<file path="config.mk">
export PLATFORM = sky130hd
export DESIGN_NAME = rate_tick_gen
export DESIGN_NICKNAME = d
export VERILOG_FILES = /design/src/rtl/rate_tick_gen.sv
export SDC_FILE = /design/constraint.sdc
export NUM_CORES = 1
export LEC_CHECK = 0
export CAP_MARGIN = 20
export CORE_ASPECT_RATIO = 1.25
export CORE_MARGIN = 2
export CORE_UTILIZATION = 45
export CTS_CLUSTER_DIAMETER = 50
export DETAILED_ROUTE_END_ITERATION = 10
export PLACE_DENSITY = 0.72
export SKIP_CTS_REPAIR_TIMING = 1
export SYNTH_ARGS = -nofsm -noshare
export SYNTH_HDL_FRONTEND = slang
export SYNTH_SLANG_ARGS = --single-unit
export TNS_END_PERCENT = 1
</file>
<file path="constraint.sdc">
create_clock -name clk_in -period 4.07 [get_ports clk_in]
set_input_delay 0.6105 -clock clk_in [delete_from_list [all_inputs] [get_ports clk_in]]
set_output_delay 0.6105 -clock clk_in [all_outputs]
set_load 0.02 [all_outputs]
</file>
<file path="src/rtl/rate_tick_gen.sv">
// Selectable binary-step rate generator: one clock-enable tick per output period, a 50% duty
// indicator, debounced rate up/down buttons and a manual single-step mode.
module rate_tick_gen #(
    parameter int CLK_HZ       = 50000000,
    parameter int NUM_RATES    = 8,
    parameter int CNT_W        = 28,
    parameter int SYNC_STAGES  = 2,
    parameter int DEBOUNCE_CYC = 1000000,
    parameter int WRAP         = 1,
    localparam int IDX_W       = (NUM_RATES > 1) ? $clog2(NUM_RATES) : 1
) (
    input  logic             clk_in,
    input  logic             rst,
    input  logic             inc_btn,
    input  logic             dec_btn,
    input  logic             step_btn,
    input  logic             step_mode,
    output logic             tick,
    output logic             clk_out,
    output logic             led,
    output logic [IDX_W-1:0] rate_idx,
    output logic             at_min,
    output logic             at_max
);

    localparam int DB_W = (DEBOUNCE_CYC > 1) ? $clog2(DEBOUNCE_CYC) : 1;
    localparam logic [DB_W-1:0] DB_LAST = DB_W'(DEBOUNCE_CYC - 1);
    localparam logic [IDX_W-1:0] IDX_MAX = IDX_W'(NUM_RATES - 1);
    localparam longint HALF_FASTEST = longint'(CLK_HZ) >> NUM_RATES;
    localparam longint HALF_SLOWEST = longint'(CLK_HZ) >> 1;

    if (NUM_RATES < 1 || SYNC_STAGES < 2 || DEBOUNCE_CYC < 1 || HALF_FASTEST < 1 ||
        HALF_SLOWEST > (longint'(1) << CNT_W)) begin : g_bad_params
        $error("rate_tick_gen: parameter set out of range");
    end

    function automatic logic [CNT_W-1:0] half_minus1(input logic [IDX_W-1:0] k);
        longint h;
        h = longint'(CLK_HZ) >> (int'(k) + 1);
        return CNT_W'(h - 1);
    endfunction

    logic [2:0] btn_raw;
    logic [2:0] btn_ev;

    assign btn_raw = {step_btn, dec_btn, inc_btn};

    // Each button: synchroniser, level debounce, then a one-cycle pulse on the accepted rising level.
    for (genvar b = 0; b < 3; b++) begin : g_btn
        logic [SYNC_STAGES-1:0] sync_q;
        logic [DB_W-1:0]        cnt;
        logic                   lvl;
        logic                   lvl_q;
        logic                   ev;
        logic                   s;

        assign s         = sync_q[SYNC_STAGES-1];
        assign btn_ev[b] = ev;

        always_ff @(posedge clk_in) begin
            if (rst) begin
                sync_q <= '0;
                cnt    <= '0;
                lvl    <= 1'b0;
                lvl_q  <= 1'b0;
                ev     <= 1'b0;
            end else begin
                sync_q <= {sync_q[SYNC_STAGES-2:0], btn_raw[b]};
                if (s != lvl) begin
                    if (cnt == DB_LAST) begin
                        lvl <= s;
                        cnt <= '0;
                    end else begin
                        cnt <= cnt + 1'b1;
                    end
                end else begin
                    cnt <= '0;
                end
                lvl_q <= lvl;
                ev    <= lvl & ~lvl_q;
            end
        end
    end

    logic             inc_ev;
    logic             dec_ev;
    logic             step_ev;
    logic [IDX_W-1:0] rate_nxt;
    logic             rate_chg;
    logic [CNT_W-1:0] period_cnt;
    logic [CNT_W-1:0] half_m1;
    logic             clk_out_q;
    logic             tick_nxt;

    assign inc_ev  = btn_ev[0];
    assign dec_ev  = btn_ev[1];
    assign step_ev = btn_ev[2];
    assign half_m1 = half_minus1(rate_idx);

    // Simultaneous inc and dec cancel; a saturated step is not a change and keeps the phase.
    always_comb begin
        rate_nxt = rate_idx;
        rate_chg = 1'b0;
        if (inc_ev && !dec_ev) begin
            if (rate_idx == IDX_MAX) begin
                if (WRAP != 0) begin
                    rate_nxt = '0;
                    rate_chg = 1'b1;
                end
            end else begin
                rate_nxt = rate_idx + 1'b1;
                rate_chg = 1'b1;
            end
        end else if (dec_ev && !inc_ev) begin
            if (rate_idx == '0) begin
                if (WRAP != 0) begin
                    rate_nxt = IDX_MAX;
                    rate_chg = 1'b1;
                end
            end else begin
                rate_nxt = rate_idx - 1'b1;
                rate_chg = 1'b1;
            end
        end
    end

    assign tick_nxt = ((clk_out & ~clk_out_q) | (step_mode & step_ev)) & ~tick;

    always_ff @(posedge clk_in) begin
        if (rst) begin
            period_cnt <= '0;
            clk_out    <= 1'b0;
            clk_out_q  <= 1'b0;
            tick       <= 1'b0;
            led        <= 1'b0;
            rate_idx   <= '0;
            at_min     <= 1'b1;
            at_max     <= 1'b0;
        end else begin
            rate_idx  <= rate_nxt;
            at_min    <= (rate_nxt == '0);
            at_max    <= (rate_nxt == IDX_MAX);
            clk_out_q <= clk_out;
            tick      <= tick_nxt;
            led       <= led ^ tick_nxt;
            if (step_mode) begin
                period_cnt <= '0;
                clk_out    <= 1'b0;
            end else if (rate_chg) begin
                period_cnt <= '0;
            end else if (period_cnt == half_m1) begin
                period_cnt <= '0;
                clk_out    <= ~clk_out;
            end else begin
                period_cnt <= period_cnt + 1'b1;
            end
        end
    end

endmodule

</file>
-- Word level (Yosys, flattened, before mapping)
Index checks and enable logic that the tools add are counted.
- register bits: 112
- bitwise operators: 18
- equal/unequal tests: 9
- muxes and demuxes: 6
- add/subtract/negate cells: 8
- shifts and indexed selects: 1
- reductions and logical operators: 15
- operators with widths (operator ; number):
    $add 20x1->20 const B ; 3
    $eq 20x20->1 const B ; 3
    $add 28x1->28 const B ; 1
    $eq 28x28->1 ; 1
    $shr 26x4->28 const A ; 1
    $sub 28x2->28 const B ; 1
    $mux 3 ; 4
    $not 1->1 ; 10
    $reduce_or 3->1 ; 3
    $reduce_and 2->1 ; 4
    $and 1x1->1 ; 6
    $eq 3x3->1 const B ; 2
    $logic_not 3->1 ; 2
    $add 3x1->4 const B ; 1
    $reduce_or 4->1 ; 1
    $add 3x1->3 const B ; 1
    $ne 1x1->1 ; 3
    $sub 3x1->3 const B ; 1
    $logic_and 1x1->1 ; 2
    $logic_not 1->1 ; 2
    $mux 1 ; 2
    $reduce_or 2->1 ; 1
    $or 1x1->1 ; 1
    $xor 1x1->1 ; 1

-- Logic depth before layout (Yosys ltp)
Gate-level depths: netlist of the first run.
- depth in word-level cells: 6
- depth in mapped cells: 14
- mapped depth without buffers: 11

-- Worst setup path after synthesis of the first run
No wires, ideal clock.
- path type: reg2reg
- start point: reg rate_idx[0]
- end point: reg period_cnt[17]
- clock period less this slack: 3506 ps
- data arrival time: 3388 ps
- setup slack: 564 ps
- cell stages (with the launch flop): 13
- cell sequence: dfxtp_1 > clkbuf_1 > inv_1 > ha_1 > ha_1 > xor2_1 > or4_1 > a2111oi_2 > nand4b_1 > or4_4 > o21bai_4 > buf_2 > nor2_1
- longest elaborated chain between the ends: 5
- RTL lines (element ; line ; source):
    start, declared ; 21 ; output logic [IDX_W-1:0] rate_idx,
    start signal, assigned ; 140 ; rate_idx <= rate_nxt;
    $add 3x1->4 ; 39 ; h = longint'(CLK_HZ) >> (int'(k) + 1);
    $shr 26x4->28 ; 39 ;
    $sub 28x2->28 ; 40 ; return CNT_W'(h - 1);
    $eq 28x28->1 ; 151 ; end else if (period_cnt == half_m1) begin
    $reduce_or 4->1 (no source line) ; n/a ;
    end signal, assigned ; 155 ; period_cnt <= period_cnt + 1'b1;
    end, declared ; 90 ; logic [CNT_W-1:0] period_cnt;
No other way between the ends.
A chain may end at the register's enable or synchronous reset.

-- Worst setup path in the final report of the first run
- start point: reg rate_idx[1]
- end point: reg period_cnt[11]
Same word-level chain as after synthesis.

==> results of run 1 <==
[metal layers]
layer,global-route usage [%],up-vias
li1,-,2167
met2,29.2,67
met5,0,-
met4,6.20,0
met1,19.6,2015
met3,2.95,16
[worst paths after layout]
path | from | endpoint | slack (ns) | cells past startpoint
worst min register to register | g_btn[1].lvl_q | dec_ev | 0.38 | 1
worst max register to register | rate_idx[1] | period_cnt[11] | 0.39 | 10
worst max-delay path | rate_idx[1] | period_cnt[11] | 0.39 | 10
worst min-delay path | g_btn[1].lvl_q | dec_ev | 0.38 | 1
[sequential cells by signal, summed over array words and instances, names as in the netlist]
signal        count
g_btn.lvl_q       3
g_btn.cnt        60
tick              1
at_min            1
g_btn.ev          2
rate_idx          3
at_max            1
g_btn.sync_q      6
g_btn.lvl         3
period_cnt       28
led               1
clk_out_q         1
dec_ev            1
clk_out           1
[metrics by stage]
step | utilization, % | power (µW) | hold WS (ns) | worst slack [ns]
after floorplan | - | 1150 | 0.367 | 0.564
after global placement | 47.7 | 1150 | 0.373 | 0.637
after detailed placement | 47.7 | 1150 | 0.374 | 0.405
after CTS | 50.0 | 1980 | 0.384 | 0.386
after global routing | 50.0 | 2020 | 0.392 | 0.142
final | 50.0 | 1960 | 0.381 | 0.393
[synthesized netlist by cell type, types with 2 or more instances]
cell type,number,area share (%)
and3b_1,2,0.32
nand3_1,32,2.9
o211ai_1,4,0.55
o311ai_0,2,0.32
nor4_1,7,0.80
a22oi_1,2,0.28
nor3b_1,4,0.55
nor2b_1,18,2.1
nand2b_1,2,0.23
o21ai_0,16,1.5
xnor2_1,43,6.9
o2bb2ai_1,2,0.32
o21a_1,2,0.28
and3_1,18,2.1
or3_1,14,1.6
a21oi_1,14,1.3
nor3_1,11,1.0
nand4b_1,2,0.32
nor4b_1,3,0.48
and4_1,2,0.32
mux2_2,2,0.41
a31oi_1,2,0.23
and2_1,7,0.80
dfxtp_1,112,41
nor2_1,127,8.7
inv_1,19,1.3
clkbuf_1,15,1.0
nand2_1,44,3.0
xor2_1,53,8.5
ha_1,20,4.6
nand4_1,18,2.1
buf_2,6,0.55
mux2i_1,6,1.1
[cell type report]
cell class              count  area, µm²
clock buffers               9        225
clock inverters             7       55.1
fillers                  1111       5990
inverters                  19       71.3
multi-input cells         491       3050
flip-flops and latches    112       2240
well taps                 164        205
repair buffers             15        145
[logic make-up after synthesis]
family,count (synthesis),synth area share [%]
compound gates,52,6.26
xor+xnor,97,15.8
fa+ha+maj,20,4.59
buf+inv,41,2.96
flops,112,41.1
mux,8,1.51
simple gates,314,27.8
[report_power, final]
| group | leakage, µW | switching (µW) | internal (µW) |
|---|---|---|---|
| Clock | 0.000131 | 412 | 422 |
| Sequential | 0.000904 | 3.38 | 1100 |
| Combinational | 0.000964 | 14.9 | 9.78 |
[layout by cell type (no fill, tap or decap), drive strengths merged, types with 6 or more instances in the layout]
| master | Yosys | layout |
|---|---|---|
| nand3 | 32 | 32 |
| nor3 | 11 | 11 |
| xor2 | 53 | 53 |
| nor2b | 18 | 18 |
| inv | 19 | 21 |
| nor4 | 7 | 7 |
| and3 | 18 | 18 |
| nand2 | 44 | 44 |
| mux2i | 6 | 6 |
| nor2 | 127 | 127 |
| clkdlybuf4s50 | 0 | 13 |
| or3 | 14 | 14 |
| nand4 | 18 | 18 |
| dfxtp | 112 | 112 |
| xnor2 | 43 | 43 |
| clkbuf | 15 | 9 |
| and2 | 7 | 7 |
| o21ai | 16 | 16 |
| ha | 20 | 20 |
| a21oi | 14 | 14 |
==> results.py, run 1 <==
metrics = {
    "floorplan": {
        "die_h_um": 127,
        "core_area_mm2": 0.0120,
        "ios": 14,
        "dieWidth_um": 103,
        "start_util_pct": 45.5,
        "fp-row-count": 45,
        "dieArea_mm2": 0.0130,
    },
    "timing": {
        "max_slew_margin_pct": 51.6,
        "fmax_mhz": 272,
        "period_minus_slack_ns": 3.68,
        "hold_violations": 0,
        "tns_ns": 0,
        "setup_violations": 0,
        "final.setup_skew_ns": 0.00490,
        "period_share_pct": 90.4,
        "rsz0062_at_grt": "no",
        "tightest_slew_ns": 0.724,
        "slew_viol_final": 0,
    },
    "place": {
        "placed_cell_area_mm2": 0.00572,
        "dp_hpwl_mm": 7.62,
        "routabilityCongestion": 0.919,
        "io_buffers": 13,
        "dp.cells": 801,
    },
    "cells_and_area": {
        "final_area_mm2": 0.00600,
        "areaGrowthSynthToFinish_pct": 9.90,
        "diodes": 0,
        "fin_cells": 817,
        "drive_gt1_share_pct": 3.68,
        "nNetsFinal": 674,
    },
    "detailed_routing": {
        "antenna_left": 0,
        "wl_met2_mm": 5.27,
        "met3RoutedLength_um": 321,
        "via_count": 4265,
        "viasPerCell": 5.22,
        "highest_layer": "met4",
        "drc": 0,
        "initialDrtViolationCount": 223,
        "wl_met1_mm": 4.59,
        "wire_per_inst_um": 12.7,
        "firstDrtPassIters": 4,
        "wirelength_mm": 10.4,
    },
    "clock_tree": {
        "cts.htree.levels": 3,
        "clk_transition_reported_paths_ns": 0.08,
        "clock_latency_ns": 0.34,
        "clock-sinks": 112,
        "cts_buffer_depth": 2,
        "cts-buffers-inserted": 9,
        "cts_tree": "yes",
        "root_buffer": "clkbuf_16",
    },
    "grt": {
        "grt_pass1_wl_mm": 17.7,
        "overflow": 0,
        "grt_use_total_pct": 16.5,
        "grt_pass1_vias": 4108,
        "grt_max_degree": 39,
        "antenna_found_initial": 0,
    },
    "synth": {
        "ys_seq_elements": 112,
        "yosysWarningCount": 0,
        "synth-edff-count": 0,
        "synth_cells": 644,
        "synthFlopType": "dfxtp_1",
        "postSynth.asyncResetShare_pct": 0,
        "syn-cell-area_mm2": 0.00546,
        "ys_seq_area_share_pct": 41.1,
        "ys_types": 46,
        "synth_nets": 670,
        "syn_area_per_cell_um2": 8.47,
    },
    "pwr": {
        "power_density_mw_per_mm2": 327,
        "max-vdd-ir-drop_uv": 237,
        "p_leak_uw": 0.00200,
    },
    "job": {
        "cap_violations": 0,
    },
    "setup_path": {
        "cpMaxStageDelayCell": "or4_4",
        "crit_path_max_fanout": 25,
        "crit_top_cell": "ha_1",
        "start_kind": "flip-flop",
        "crit_arrival_ns": 3.88,
        "max_stage_delay_ns": 0.56,
        "cp_top_family": "simple AND/OR/NAND/NOR gates",
        "end_kind": "flip-flop",
        "crit_type": "flip-flop to flip-flop",
        "cp_cell_sequence": "inv_1 -> ha_1 -> ha_1 -> xor2_1 -> or4_1 -> a2111oi_2 -> nand4b_1 -> or4_4 -> o21bai_4 -> nor2_1",
        "critPathBufInv": 1,
        "cp_data_required_time_ns": 4.28,
    },
    "min_path": {
        "min_path_type": "flip-flop to flip-flop",
    },
    "status": {
        "status": "complete, no violations",
    },
}
Power figures use the tool's default switching activity.
==> run 2, diff against run 1 <==
--- a/config.mk
+++ b/config.mk
@@ -6,13 +6,14 @@
 export NUM_CORES = 1
 export LEC_CHECK = 0
 export CAP_MARGIN = 20
-export CORE_ASPECT_RATIO = 1.25
+export CORE_ASPECT_RATIO = 0.7
 export CORE_MARGIN = 2
 export CORE_UTILIZATION = 45
 export CTS_CLUSTER_DIAMETER = 50
 export DETAILED_ROUTE_END_ITERATION = 10
 export PLACE_DENSITY = 0.72
 export SKIP_CTS_REPAIR_TIMING = 1
+export SKIP_LAST_GASP = 1
 export SYNTH_ARGS = -nofsm -noshare
 export SYNTH_HDL_FRONTEND = slang
 export SYNTH_SLANG_ARGS = --single-unit
==> results.py, run 2 (synthesis gave the netlist of run 1 again) <==
metrics = {
    "status": {
        "status": "complete, no violations",
    },
    "floorplan": {
        "dieWidth_um": 136,
        "fp-row-count": 33,
        "die_h_um": 96.1,
        "ios": 14,
        "dieArea_mm2": 0.0130,
        "core_area_mm2": 0.0118,
        "start_util_pct": 46.4,
    },
    "cells_and_area": {
        "drive_gt1_share_pct": 3.52,
        "nNetsFinal": 674,
        "diodes": 0,
        "final_cell_mix": "nor2_1, dfxtp_1, xor2_1, nand2_1, xnor2_1",
        "largest_register_ffs": 60,
        "largestRegisters": "g_btn.cnt: 60 flops, period_cnt: 28 flops, g_btn.sync_q: 6 flops",
        "largest-register": "g_btn.cnt",
        "final_common_cell": "nor2_1",
        "areaGrowthSynthToFinish_pct": 10.6,
    },
    "grt": {
        "grt_max_degree": 39,
        "overflow": 0,
        "grt_use_total_pct": 17.4,
        "grt_pass1_vias": 3955,
        "antenna_found_initial": 0,
        "grt_pass1_wl_mm": 18.2,
    },
    "timing": {
        "tns_ns": 0,
        "tightest_slew_ns": 0.750,
        "rsz0062_at_grt": "no",
        "period_share_pct": 92.8,
        "whs_ns": 0.383,
        "slew_viol_final": 0,
        "hold_violations": 0,
        "setup_violations": 0,
        "period_minus_slack_ns": 3.78,
        "fmax_mhz": 265,
        "max_slew_margin_pct": 49.9,
        "final.setup_skew_ns": 0.00766,
    },
    "setup_path": {
        "cp_data_required_time_ns": 4.28,
        "crit_arrival_ns": 3.99,
        "crit_type": "flip-flop to flip-flop",
        "r2r_slack_ns": 0.29,
        "start_kind": "flip-flop",
        "end_kind": "flip-flop",
        "crit_path_max_fanout": 25,
    },
    "place": {
        "io_buffers": 13,
        "routabilityCongestion": 0.861,
        "dp_hpwl_mm": 7.65,
    },
    "detailed_routing": {
        "antenna_left": 0,
        "viasPerCell": 5.19,
        "initialDrtViolationCount": 294,
        "wire_per_inst_um": 13.2,
        "wirelength_mm": 10.7,
        "firstDrtPassIters": 5,
        "via_count": 4206,
        "drc": 0,
    },
    "clock_tree": {
        "clk_transition_reported_paths_ns": 0.07,
        "cts_tree": "yes",
        "clock_latency_ns": 0.35,
        "cts-buffers-inserted": 9,
        "cts.htree.levels": 3,
        "clock-sinks": 112,
        "root_buffer": "clkbuf_16",
        "cts_buffer_depth": 2,
    },
    "pwr": {
        "switchingPower_uw": 424,
        "p_clk_share_pct": 46.2,
        "combPwrFrac_pct": 1.2,
        "max-vdd-ir-drop_uv": 220,
        "pwr-share-seq_pct": 52.6,
        "p_leak_uw": 0.00203,
        "power_density_mw_per_mm2": 347,
        "power.internal_uw": 1670,
        "swShare_pct": 20.2,
    },
    "job": {
        "cap_violations": 0,
    },
    "min_path": {
        "min_path_type": "flip-flop to flip-flop",
    },
}
## run 2: worst max-delay path, stage by stage (launching register included)
cell and delay, ns:
dfxtp_1 0.53, inv_1 0.20, ha_1 0.33, ha_1 0.24, xor2_1 0.14, or4_1 0.44, a2111oi_2 0.36, nand4b_1 0.19
or4_4 0.58, o21bai_4 0.49, nor2_1 0.12
## run 2: final timing paths
path / startpoint / to / cells after the start
min: g_btn[2].lvl_q / g_btn[2].ev / 1
max reg2reg: rate_idx[1] / period_cnt[24] / 10
max: rate_idx[1] / period_cnt[24] / 10
min reg2reg: g_btn[2].lvl_q / g_btn[2].ev / 1
## run 2: routing by layer
layer  GRT usage (%)  vias up  share of wire [%]
li1                -     2164                  -
met1            23.4     1965                 51
met2            27.9       63                 44
met3            3.95       14                3.6
met4            5.73        0                1.5
met5               0        -                  0
## run 2: cell type report
cell class              instances  area [µm²]
fillers                      1092        5730
flip-flops and latches        112        2240
repair buffers                 15         145
inverters                      19        71.3
multi-input cells             491        3050
well taps                     157         196
clock buffers                  11         243
clock inverters                 5        86.3
## run 2: power groups by stage
stage,sequential [µW],combinational (µW),clock [µW]
floorplan,1130,17.5,0
global placement,1130,24.8,0
detailed placement,1130,25.7,0
CTS,1100,25.8,989
global route,1100,28.7,1020
finish,1100,25.4,967
## run 2: stage by stage
| step | utilization (%) | setup slack, ns | power, µW | instance area, µm² | instances |
|---|---|---|---|---|---|
| 2_1_floorplan | - | 0.564 | 1150 | 5460 | 644 |
| 3_3_place_gp | 48.5 | 0.576 | 1150 | 5710 | 794 |
| 3_5_place_dp | 48.5 | 0.329 | 1150 | 5710 | 794 |
| 4_1_cts | 51.3 | 0.313 | 2120 | 6040 | 810 |
| 5_1_grt | 51.3 | 0.0580 | 2150 | 6040 | 810 |
| 6_report | 51.3 | 0.292 | 2100 | 6040 | 810 |
==> run 3, diff against run 2 <==
--- a/config.mk
+++ b/config.mk
@@ -5,6 +5,7 @@
 export SDC_FILE = /design/constraint.sdc
 export NUM_CORES = 1
 export LEC_CHECK = 0
+export ABC_AREA = 1
 export CAP_MARGIN = 20
 export CORE_ASPECT_RATIO = 0.7
 export CORE_MARGIN = 2
==> results.py, run 3 <==
metrics = {
    "status": {
        "status": "complete, no violations",
    },
    "synth": {
        "synth-edff-count": 0,
        "syn-cell-area_mm2": 0.00593,
        "synth_area_leaders": "dfxtp_1, nand2_1, inv_1",
        "yosysTopAreaCellShare_pct": 37.8,
        "postSynth.asyncResetShare_pct": 0,
        "ys_seq_elements": 112,
        "ys_seq_area_share_pct": 37.8,
        "synth_nets": 880,
        "synth.top_cells.by_count": "nand2_1, inv_1, nor2_1",
        "yosysWarningCount": 0,
        "synth_cells": 854,
        "yosysMostFrequentCell": "nand2_1",
        "synthFlopType": "dfxtp_1",
        "ys_types": 38,
        "synth_top_cell_by_area": "dfxtp_1",
        "syn_area_per_cell_um2": 6.95,
    },
    "setup_path": {
        "cp_data_required_time_ns": 4.30,
        "end_kind": "flip-flop",
        "crit_type": "flip-flop to flip-flop",
        "crit_arrival_ns": 3.16,
        "start_kind": "flip-flop",
        "crit_path_max_fanout": 28,
        "rr_worst_depth": 15,
    },
    "detailed_routing": {
        "drc": 0,
        "antenna_left": 0,
        "via_count": 5031,
        "wirelength_mm": 12.0,
        "firstDrtPassIters": 5,
        "viasPerCell": 4.84,
        "wire_per_inst_um": 11.6,
        "initialDrtViolationCount": 327,
    },
    "timing": {
        "tightest_slew_ns": 0.744,
        "whs_ns": 0.387,
        "max_slew_margin_pct": 50.3,
        "final.setup_skew_ns": 0.00909,
        "period_minus_slack_ns": 2.94,
        "rsz0062_at_grt": "no",
        "slew_viol_final": 0,
        "hold_violations": 0,
        "fmax_mhz": 341,
        "tns_ns": 0,
        "period_share_pct": 72.1,
        "setup_violations": 0,
    },
    "clock_tree": {
        "clock_latency_ns": 0.36,
        "root_buffer": "clkbuf_16",
        "cts.htree.levels": 3,
        "cts-buffers-inserted": 9,
        "clock-sinks": 112,
        "cts_buffer_depth": 2,
        "cts_tree": "yes",
        "clk_transition_reported_paths_ns": 0.08,
    },
    "cells_and_area": {
        "largest-register": "g_btn.cnt",
        "largest_register_ffs": 60,
        "final_common_cell": "nand2_1",
        "fillers": 1257,
        "fin_cells": 1040,
        "drive_gt1_share_pct": 6.06,
        "final_cell_mix": "nand2_1, inv_1, nor2_1, dfxtp_1, nand3_1",
        "finish.utilization_pct": 50.0,
        "nNetsFinal": 895,
        "areaGrowthSynthToFinish_pct": 9.55,
        "largestRegisters": "g_btn.cnt: 60 flops, period_cnt: 28 flops, g_btn.sync_q: 6 flops",
        "diodes": 0,
    },
    "grt": {
        "grt_pass1_wl_mm": 21.2,
        "grt_use_total_pct": 18.3,
        "grt_max_degree": 29,
        "antenna_found_initial": 0,
        "grt_pass1_vias": 4521,
        "overflow": 0,
    },
    "place": {
        "io_buffers": 13,
        "routabilityCongestion": 0.889,
        "dp.cells": 1024,
        "dp_hpwl_mm": 9.05,
    },
    "pwr": {
        "power_density_mw_per_mm2": 309,
        "p_leak_uw": 0.00255,
        "max-vdd-ir-drop_uv": 219,
    },
    "floorplan": {
        "start_util_pct": 45.6,
        "fp-row-count": 35,
        "die_h_um": 100,
        "core_area_mm2": 0.0130,
        "dieArea_mm2": 0.0141,
        "dieWidth_um": 141,
        "ios": 14,
    },
    "min_path": {
        "holdPathStages": 1,
        "min_path_type": "flip-flop to flip-flop",
    },
    "job": {
        "cap_violations": 0,
    },
}
==> run 3: cell type report <==
cell class	count	area, µm²	share of cell area (%)
Inverter	140	528	8.12
Timing Repair Buffer	15	145	2.23
Clock buffer	9	225	3.46
Sequential cell	112	2240	34.5
Clock inverter	7	75.1	1.15
Multi-Input combinational cell	591	3080	47.3
Tap cell	166	208	3.19
==> run 3: critical path, stage by stage (launching register included) <==
cell and delay, ns:
dfxtp_1 0.60, inv_1 0.26, ha_1 0.32, nand2_2 0.13, ha_1 0.23, nand3_1 0.11
nor2_1 0.23, nand2_1 0.08, nand2_1 0.06, nand2_1 0.06, inv_1 0.05, nand2_1 0.05
nor2_2 0.11, nand3_2 0.10, nand3_4 0.30, nor2_1 0.10
==> run 3: per-layer routing <==
layer | routed length (µm) | part of all wire [%] | global-route usage (%)
met5 | 0 | 0 | 0
met4 | 108 | 0.90 | 3.92
met3 | 696 | 5.8 | 4.01
met2 | 4540 | 38 | 25.9
met1 | 6700 | 56 | 28.1
==> run 3: through the flow <==
stage               instance area [µm²]  total power [µW]  setup WS [ns]
floorplan                          5930              1150           1.43
global placement                   6200              1160           1.25
detailed placement                 6200              1160           1.14
CTS                                6500              2030           1.12
global route                       6500              2080          0.746
finish                             6500              2010           1.13
==> run 3: worst paths after layout <==
kind / from / endpoint / slack, ns
max: rate_idx[0] / period_cnt[21] / 1.13
min: g_btn[1].lvl_q / dec_ev / 0.39
min reg2reg: g_btn[1].lvl_q / dec_ev / 0.39
max reg2reg: rate_idx[0] / period_cnt[21] / 1.13
==> run 3: power by group <==
group / internal [µW] / switching [µW] / total, µW
logic: 10.8 / 20.3 / 31.1
clock network: 434 / 439 / 873
registers: 1100 / 3.25 / 1100
total: 1540 / 462 / 2010
==> run 3: kinds of logic (layout without fill, tap and decap cells) <==
family	Yosys count	count (layout)	share of synthesized area (%)
adders and majority gates	20	20	4.22
DFF	112	112	37.8
xor gates and xnor gates	40	40	5.90
buffers and inverters	151	171	10.4
AOI/OAI and AO/OA	74	74	7.00
and+or+nand+nor	457	457	34.7
